`src/rtl/cla_slice_sequencer_if.sv`:
```
// Operand/result handshake bundle for cla_slice_sequencer.
// Optional macro CLA_SLICE_SIGNED_OVF_EN adds the out_ovf result flag.
interface cla_slice_sequencer_if #(
  parameter int NUM_SLICES = 4,
  parameter int SLICE_W    = 9
);
  localparam int W = SLICE_W * NUM_SLICES;

  logic         in_valid;
  logic         in_ready;
  logic [W-1:0] in_a;
  logic [W-1:0] in_b;
  logic         in_cin;
  logic         out_valid;
  logic         out_ready;
  logic [W-1:0] out_sum;
  logic         out_cout;
`ifdef CLA_SLICE_SIGNED_OVF_EN
  logic         out_ovf;

  modport master (
    output in_valid, in_a, in_b, in_cin, out_ready,
    input  in_ready, out_valid, out_sum, out_cout, out_ovf
  );
  modport slave (
    input  in_valid, in_a, in_b, in_cin, out_ready,
    output in_ready, out_valid, out_sum, out_cout, out_ovf
  );
`else
  modport master (
    output in_valid, in_a, in_b, in_cin, out_ready,
    input  in_ready, out_valid, out_sum, out_cout
  );
  modport slave (
    input  in_valid, in_a, in_b, in_cin, out_ready,
    output in_ready, out_valid, out_sum, out_cout
  );
`endif
endinterface

```
`src/rtl/cla_slice_sequencer.sv`:
```
// Multi-precision adder: streams wide operands through one 9-bit cla_adder, LSB slice first.
// Optional macro CLA_SLICE_SIGNED_OVF_EN adds a two's-complement overflow flag (out_ovf).

module cla_adder (
  input  logic [8:0] a,
  input  logic [8:0] b,
  input  logic       cin,
  output logic [8:0] s,
  output logic       cout
);
  logic [8:0] g;
  logic [8:0] p;
  logic [9:0] c;

  // Flattened lookahead: carry n = OR of each lower generate propagated up, plus propagated cin.
  function automatic logic carry_into(input logic [8:0] gv, input logic [8:0] pv,
                                      input logic ci, input int n);
    logic acc;
    logic prop;
    acc  = 1'b0;
    prop = 1'b1;
    for (int j = n - 1; j >= 0; j--) begin
      acc  = acc | (prop & gv[j]);
      prop = prop & pv[j];
    end
    return acc | (prop & ci);
  endfunction

  genvar gi;
  generate
    for (gi = 0; gi < 9; gi++) begin : g_bit
      assign g[gi] = a[gi] & b[gi];
      assign p[gi] = a[gi] ^ b[gi];
      assign s[gi] = p[gi] ^ c[gi];
    end
    for (gi = 0; gi < 10; gi++) begin : g_carry
      assign c[gi] = carry_into(g, p, cin, gi);
    end
  endgenerate

  assign cout = c[9];
endmodule

module cla_slice_sequencer #(
  parameter int NUM_SLICES = 4,
  parameter int SLICE_W    = 9
) (
  input logic                    clk,
  input logic                    rst,
  cla_slice_sequencer_if.slave   bus
);
  localparam int W     = SLICE_W * NUM_SLICES;
  localparam int IDX_W = $clog2(NUM_SLICES);
  localparam logic [IDX_W-1:0] LAST_IDX = IDX_W'(NUM_SLICES - 1);

  localparam logic [1:0] IDLE = 2'd0;
  localparam logic [1:0] ADD  = 2'd1;
  localparam logic [1:0] DONE = 2'd2;

  generate
    if (SLICE_W != 9) begin : g_bad_slice_w
      $error("cla_slice_sequencer: SLICE_W must be 9 to match cla_adder");
    end
    if (NUM_SLICES < 2 || NUM_SLICES > 16) begin : g_bad_num_slices
      $error("cla_slice_sequencer: NUM_SLICES must be within 2..16");
    end
  endgenerate

  logic [1:0]         state_reg;
  logic [IDX_W-1:0]   idx_reg;
  logic [W-1:0]       a_reg;
  logic [W-1:0]       b_reg;
  logic [W-1:0]       sum_reg;
  logic               carry_reg;
  logic               cout_reg;

  logic [SLICE_W-1:0] a_slice [NUM_SLICES];
  logic [SLICE_W-1:0] b_slice [NUM_SLICES];
  logic [SLICE_W-1:0] cur_a;
  logic [SLICE_W-1:0] cur_b;
  logic [SLICE_W-1:0] slice_s;
  logic               slice_cout;
  logic               accept;

  genvar gi;
  generate
    for (gi = 0; gi < NUM_SLICES; gi++) begin : g_slice
      assign a_slice[gi] = a_reg[gi*SLICE_W +: SLICE_W];
      assign b_slice[gi] = b_reg[gi*SLICE_W +: SLICE_W];
    end
  endgenerate

  assign cur_a = a_slice[idx_reg];
  assign cur_b = b_slice[idx_reg];

  cla_adder u_cla_adder (
    .a    (cur_a),
    .b    (cur_b),
    .cin  (carry_reg),
    .s    (slice_s),
    .cout (slice_cout)
  );

  assign accept = (state_reg == IDLE) && bus.in_valid;

  always_ff @(posedge clk) begin
    if (rst) begin
      state_reg <= IDLE;
      idx_reg   <= '0;
      a_reg     <= '0;
      b_reg     <= '0;
      sum_reg   <= '0;
      carry_reg <= 1'b0;
      cout_reg  <= 1'b0;
    end else begin
      case (state_reg)
        IDLE: begin
          if (accept) begin
            a_reg     <= bus.in_a;
            b_reg     <= bus.in_b;
            carry_reg <= bus.in_cin;
            idx_reg   <= '0;
            state_reg <= ADD;
          end
        end
        ADD: begin
          sum_reg[idx_reg*SLICE_W +: SLICE_W] <= slice_s;
          carry_reg <= slice_cout;
          if (idx_reg == LAST_IDX) begin
            cout_reg  <= slice_cout;
            state_reg <= DONE;
          end else begin
            idx_reg <= idx_reg + 1'b1;
          end
        end
        DONE: begin
          if (bus.out_ready) begin
            state_reg <= IDLE;
          end
        end
        default: state_reg <= IDLE;
      endcase
    end
  end

`ifdef CLA_SLICE_SIGNED_OVF_EN
  logic ovf_reg;
  logic msb_carry_in;

  // Carry into the top bit falls out of its sum: c = a ^ b ^ s.
  assign msb_carry_in = a_reg[W-1] ^ b_reg[W-1] ^ slice_s[SLICE_W-1];

  always_ff @(posedge clk) begin
    if (rst) begin
      ovf_reg <= 1'b0;
    end else if (state_reg == ADD && idx_reg == LAST_IDX) begin
      ovf_reg <= msb_carry_in ^ slice_cout;
    end
  end

  assign bus.out_ovf = ovf_reg;
`endif

  assign bus.in_ready  = (state_reg == IDLE);
  assign bus.out_valid = (state_reg == DONE);
  assign bus.out_sum   = sum_reg;
  assign bus.out_cout  = cout_reg;
endmodule

```
`src/flat_wrapper.sv`:
```
// flat-port wrapper written by rule: the top's interface ports become plain ports
module cla_slice_sequencer_flat 
#(
  parameter int NUM_SLICES = 4,
  parameter int SLICE_W    = 9
)
  (clk, rst, bus_in_valid, bus_in_a, bus_in_b, bus_in_cin, bus_out_ready, bus_in_ready, bus_out_valid, bus_out_sum, bus_out_cout);
  cla_slice_sequencer_if #(.NUM_SLICES(NUM_SLICES), .SLICE_W(SLICE_W)) bus_i ();
  input logic clk;
  input logic rst;
  input wire logic [$bits(bus_i.in_valid)-1:0] bus_in_valid;
  input wire logic [$bits(bus_i.in_a)-1:0] bus_in_a;
  input wire logic [$bits(bus_i.in_b)-1:0] bus_in_b;
  input wire logic [$bits(bus_i.in_cin)-1:0] bus_in_cin;
  input wire logic [$bits(bus_i.out_ready)-1:0] bus_out_ready;
  output wire logic [$bits(bus_i.in_ready)-1:0] bus_in_ready;
  output wire logic [$bits(bus_i.out_valid)-1:0] bus_out_valid;
  output wire logic [$bits(bus_i.out_sum)-1:0] bus_out_sum;
  output wire logic [$bits(bus_i.out_cout)-1:0] bus_out_cout;
  assign bus_i.in_valid = bus_in_valid;
  assign bus_i.in_a = bus_in_a;
  assign bus_i.in_b = bus_in_b;
  assign bus_i.in_cin = bus_in_cin;
  assign bus_i.out_ready = bus_out_ready;
  assign bus_in_ready = bus_i.in_ready;
  assign bus_out_valid = bus_i.out_valid;
  assign bus_out_sum = bus_i.out_sum;
  assign bus_out_cout = bus_i.out_cout;
  cla_slice_sequencer #(.NUM_SLICES(NUM_SLICES), .SLICE_W(SLICE_W)) u_core (.clk(clk), .rst(rst), .bus(bus_i));
endmodule
```
`config.mk`:
```
export PLATFORM = sky130hd
export DESIGN_NAME = cla_slice_sequencer_flat
export DESIGN_NICKNAME = d
export VERILOG_FILES = /design/src/rtl/cla_slice_sequencer_if.sv /design/src/rtl/cla_slice_sequencer.sv /design/src/flat_wrapper.sv
export SDC_FILE = /design/constraint.sdc
export NUM_CORES = 1
export LEC_CHECK = 0
export CORE_ASPECT_RATIO = 2
export CORE_MARGIN = 2
export CORE_UTILIZATION = 55
export CTS_BUF_LIST = sky130_fd_sc_hd__clkbuf_4
export DETAILED_ROUTE_END_ITERATION = 10
export PLACE_DENSITY = 0.87
export SYNTH_ARGS = -nofsm -noshare
export SYNTH_HDL_FRONTEND = slang
export SYNTH_SLANG_ARGS = --single-unit
```
`constraint.sdc`:
```
create_clock -name clk -period 6.61 [get_ports clk]
set_input_delay 1.322 -clock clk [delete_from_list [all_inputs] [get_ports clk]]
set_output_delay 1.322 -clock clk [all_outputs]
set_load 0.05 [all_outputs]
```
* Word level (Yosys, flattened, before mapping)
Cells that the tools add are included.
** Word-level totals
- Flip-flop bits (word level) :: 114
- Input port bits :: 77
- Logic and storage cells :: 198
** Cells by class
- $add $sub $neg :: 2
- $mul :: 1
- Magnitude comparators :: 1
- Eq/ne operators :: 7
- Shifts and indexed selects :: 2
- Mux-type cells :: 16
- Bitwise gates (word level) :: 154
- Reduce and logical (&&, ||, !) cells :: 8
** Operators with widths (number)
- AND 1 bit :: 90
- OR 1 bit :: 45
- binary-select mux 9 bit (select 2 bit) :: 2
- bitwise mux 36 bit :: 1
- 2-to-1 mux 9 bit :: 4
- variable shift 9 x 34 -> 36 bit (first input constant) :: 1
- indexed part select 9 x 34 -> 36 bit :: 1
- negation 6 -> 34 bit :: 1
- bitwise XOR 1 bit :: 18
- 2-to-1 mux 2 bit :: 5
- multiplier 2 x 4 -> 6 bit (second input constant) :: 1
- one-hot mux 2 bit (3 select lines) :: 1
- AND reduction 2 bit :: 3
- AND reduction 3 bit :: 2
- equality test 2 bit (second input constant) :: 2
- != test 2 x 1 -> 1 bit (second input constant) :: 2
- != test 2 bit (second input constant) :: 2
- one-hot mux 2 bit (2 select lines) :: 1
- >= comparator 3 bit (second input constant) :: 1
- inverter 2 -> 3 bit :: 1
- adder 2 x 1 -> 2 bit (second input constant) :: 1
- equality test 2 x 1 -> 1 bit (second input constant) :: 1
- zero test 2 bit :: 1
- one-hot mux 1 bit (2 select lines) :: 1
- 3 further kinds :: 3

* Depth between registers and ports, before layout
- Depth after elaboration :: 17
- Gate-level depth with buffers :: 9
- Gate-level depth less buffers :: 7

* Modules after synthesis
Synthesis repeated with hierarchy kept, for this count alone.
** Unflattened totals
- Cells, all modules :: 599
- Area, all modules :: 5126.2 um2
** Modules (own cells, without submodules)
- cla_slice_sequencer :: instances 1, cells each 543, area each 4693.3 um2, seq. area each 2282.2 um2
- cla_adder :: instances 1, cells each 56, area each 432.9 um2, seq. area each 0.0 um2

* Worst setup path before layout
Ideal clock, no wire load.
- Kind :: register to register
- From :: register u_core.idx_reg[0]
- To :: register u_core.sum_reg[35] (netlist: u_core.bus.out_sum[35])
- Data arrival time :: 2.696 ns
- Required time :: 6.490 ns
- Path slack :: 3.794 ns
- Stages on the path, launching flop included :: 9
- Clock period less this slack :: 2.816 ns
- Path through :: dfxtp_1 -> buf_2 -> mux4_2 -> ha_1 -> a21oi_4 -> o22ai_2 -> a211o_2 -> and2_4 -> a211o_1
** Between the ends
- Cells in the longest elaborated chain, start to end :: 17
** Ends and longest elaborated chain
- from (decl) :: RTL line cla_slice_sequencer.sv:70 : logic [IDX_W-1:0] idx_reg;
- from (signal assigned) :: RTL line cla_slice_sequencer.sv:133 : idx_reg <= idx_reg + 1'b1;
- inverter 2 -> 3 bit (not written as such) :: RTL line cla_slice_sequencer.sv:93, cla_slice_sequencer.sv:94
- binary-select mux 9 bit (select 2 bit) (on tied branches) :: RTL line cla_slice_sequencer.sv:93, cla_slice_sequencer.sv:94
- 2-to-1 mux 9 bit (on tied branches) (2 in series) :: RTL line cla_slice_sequencer.sv:93, cla_slice_sequencer.sv:94
- bitwise XOR 1 bit / AND 1 bit (equally long branches) :: RTL line cla_slice_sequencer.sv:33, cla_slice_sequencer.sv:32
- AND 1 bit (on tied branches) :: RTL line cla_slice_sequencer.sv:23, cla_slice_sequencer.sv:24
- OR 1 bit (tied with other cells) (6 in series) :: RTL line cla_slice_sequencer.sv:23 : acc = acc | (prop & gv[j]);
- OR 1 bit / AND 1 bit (equally long branches) :: RTL line cla_slice_sequencer.sv:23, cla_slice_sequencer.sv:26
- OR 1 bit :: RTL line cla_slice_sequencer.sv:26 : return acc | (prop & ci);
- bitwise XOR 1 bit :: RTL line cla_slice_sequencer.sv:34 : assign s[gi] = p[gi] ^ c[gi];
- indexed part select 9 x 34 -> 36 bit :: RTL line cla_slice_sequencer.sv:127 : sum_reg[idx_reg*SLICE_W +: SLICE_W] <= slice_s;
- bitwise mux 36 bit * :: RTL line cla_slice_sequencer.sv:127
- to (signal, indexed assignment) :: RTL line cla_slice_sequencer.sv:127
- to (decl) :: RTL line cla_slice_sequencer.sv:73 : logic [W-1:0] sum_reg;
Every way passes the cells marked *; elsewhere a longest branch is shown, timed or not. The select of a mux whose other input is x is not followed.
A chain may end at the register's enable or synchronous reset.

* Final worst setup path
- From :: register u_core.state_reg[1]
- To :: output bus_out_valid
** Between the ends
- Cells in the longest elaborated chain, start to end :: 1
** Ends and longest elaborated chain
- from (decl) :: RTL line cla_slice_sequencer.sv:69 : logic [1:0] state_reg;
- from (signal assigned) :: RTL line cla_slice_sequencer.sv:108 : state_reg <= IDLE;
- from (signal assigned) :: RTL line cla_slice_sequencer.sv:123 : state_reg <= ADD;
- from (signal assigned) :: RTL line cla_slice_sequencer.sv:131 : state_reg <= DONE;
- equality test 2 bit :: RTL line cla_slice_sequencer.sv:165 : assign bus.out_valid = (state_reg == DONE);
- to (decl) :: RTL line flat_wrapper.sv:17 : output wire logic [$bits(bus_i.out_valid)-1:0] bus_out_valid;
Every way passes these cells.

==> flow_summary.yaml <==
sta:
  slew_headroom_pct: 30.8
  period_share_pct: 51.3
  setup_viol: 0
  fmax_ghz: 0.295
  holdWs_ns: 0.457
  fin_worst_skew_ns: 0.0139
  min_period_ns: 3.39
  hold_viol: 0
  setup_slack_ns: 3.22
  worst_pin_slew_ns: 1.04
  final.setup.tns_ns: 0
  slew_viol_final: 0
  rsz0062_at_grt: "false"
logic_synthesis:
  yosys-top-cells-area: "dfxtp_1 (47%), nand2_1 (12%), mux4_2 (8.3%)"
  synth_cell_types: 45
  async_reset_ff_share_pct: 0
  synth.top_cell.area_share_pct: 46.5
  synthCells: 545
  synth_enable_flop_cells: 0
  ys.flop_type: "dfxtp_1"
  synth.most_common_cell: "nand2_1"
  seq_area_frac_synth_pct: 46.5
  yosysTopAreaCell: "dfxtp_1"
  syn_area_sq_um: 4910
  synth.top_cells.by_count: "nand2_1 (159), dfxtp_1 (114), a21oi_1 (80)"
  ys_seq_elements: 114
  yosys_warnings: 0
  syn-mean-instance-area_sq_um: 9.00
  syn_nets: 639
detailed_routing:
  firstDrtPassIters: 6
  drc: 0
  wl_per_cell_microns: 16.5
  vias: 4351
  ant_nets: 0
  vias_per_cell: 5.71
  routed_wl_mm: 12.6
  drt_iter0_drc: 313
clock_network:
  cts-buffers-inserted: 17
  cts_root_buffer: "clkbuf_4"
  cts.repair.resized: 0
  ctsHoldBuffers: 0
  postCtsSetupBuffers: 0
  cts_max_level: 4
  clk_pin_slew_ns: 0.09
  clkLatencyLatePin_ns: 0.52
  cts_tree: "yes"
  cts.sinks: 114
  clock_path_buffers: 2
global_routing:
  grt_max_degree: 75
  grtUsageTotal_pct: 27.2
  overflow: 0
  grt_pass1_wl_mm: 20.4
  grt_pass1_vias: 4344
  antenna_found_initial: 1
floorplanning:
  row_count: 48
  pin_count: 116
  dieHeight_microns: 138
  die_width_microns: 70.8
  coreArea_sq_um: 8650
  start_util_pct: 56.7
  die-area_sq_um: 9740
power:
  powerDensity_nw_per_um2: 232
  vdd_drop_max_uv: 163
  power.leakage_nw: 2.39
job:
  drv_cap: 0
worst_setup_path:
  worstPathRequired_ns: 5.29
  setup.worst_path.start_class: "flop"
  reg2reg_to: "u_core.bus.out_sum[14]"
  path_max_fanout: 8
  reg2reg_depth: 7
  cp-end-kind: "primary output"
  cp.arrival_ns: 2.07
  path_cells: "nor2b_1 -> clkdlybuf4s50_1"
  reg2reg_from: "u_core.idx_reg[1]"
  crit_type: "flop to primary output"
  max_stage_delay_ns: 0.83
  cpMaxStageDelayCell: "clkdlybuf4s50_1"
  startpoint: "u_core.state_reg[1]"
  rrSetupSlack_ns: 3.43
place:
  gp_congestion: 0.861
  io_buffers: 115
  dp_worst_setup_slack_ns: 3.31
  dp_hpwl_mm: 9.32
min_path:
  hold_path.class: "flop to flop"
  min_from: "u_core.a_reg[27]"
  whs_path_depth: 2
  holdPathEnd: "u_core.a_reg[27]"
finish:
  final_nets: 743
  area_growth_pct: 29.4
  drive_gt1_share_pct: 9.23
run_status:
  status: "completed"
metal layers:
layer	wire, microns	GRT usage (%)	vias to the layer above	share of wire, %
met5	0	0	-	0
met4	667	17.1	0	5.3
met3	594	6.58	46	4.7
met2	7010	49.5	169	56
met1	4310	27.2	2030	34
li1	-	-	2106	-
cells by family after synthesis:
| family | share of synthesized area [%] |
|---|---|
| buffers and inverters | 3.98 |
| muxes | 8.47 |
| AOI/OAI and AO/OA | 18.2 |
| and+or+nand+nor | 17.3 |
| xor gates and xnor gates | 1.07 |
| DFF | 46.5 |
| adders and majority gates | 4.49 |
per-stage QoR:
step | power [mW] | std cells | util (%) | area [sq um]
6_report | 1.47 | 762 | 73.4 | 6350
4_1_cts | 1.47 | 761 | 73.4 | 6350
5_1_grt | 1.53 | 762 | 73.4 | 6350
3_3_place_gp | 0.961 | 730 | 70.2 | 6070
2_1_floorplan | 0.879 | 545 | - | 4910
3_5_place_dp | 0.969 | 730 | 70.2 | 6070
report_power, final:
group | switching, mW | total [mW] | internal [mW]
logic | 0.123 | 0.222 | 0.0990
registers | 0.0180 | 0.733 | 0.715
clock network | 0.242 | 0.517 | 0.275
total | 0.383 | 1.47 | 1.09
worst max-delay path, delay by kind of cell (launching register included):
| kind | cells | cell delay, ns |
|---|---|---|
| and+or+nand+nor | 1 | 0.23 |
| buffers and inverters | 1 | 0.83 |
| DFF | 1 | 0.49 |
layout make-up:
cell class,instances,area [sq um]
tap,100,125
timing repair buffer,119,1180
sequential,114,2280
fill,675,2300
antenna,1,2.50
inverter,13,48.8
clock inverter,9,114
multi-input combinational,384,2440
clock buffer,22,165
cell usage in the layout (no fill, tap or decap), drive strengths merged, types with 2 or more instances in the layout:
cell type,instances
a211o,3
nor2,22
nand4,3
and3,2
dfxtp,114
a211oi,3
clkinv,6
nand2,159
nand2b,2
bufinv,3
xor2,2
and2,3
clkdlybuf4s50,114
a22o,20
buf,5
xnor2,4
o211ai,3
a22oi,15
nor3,4
a21oi,82
o21ai,2
nor2b,5
o21bai,2
a311oi,3
clkbuf,22
inv,13
mux4,18
ha,16
worst max-delay path by stage:
stage | end | depth (start not counted)
2_1_floorplan | u_core.bus.out_sum[35] | 8
3_3_place_gp | u_core.carry_reg | 7
3_5_place_dp | u_core.carry_reg | 7
4_1_cts | bus_out_valid | 2
5_1_grt | bus_out_valid | 2
6_report | bus_out_valid | 2
(Power assumes the default switching activity.)
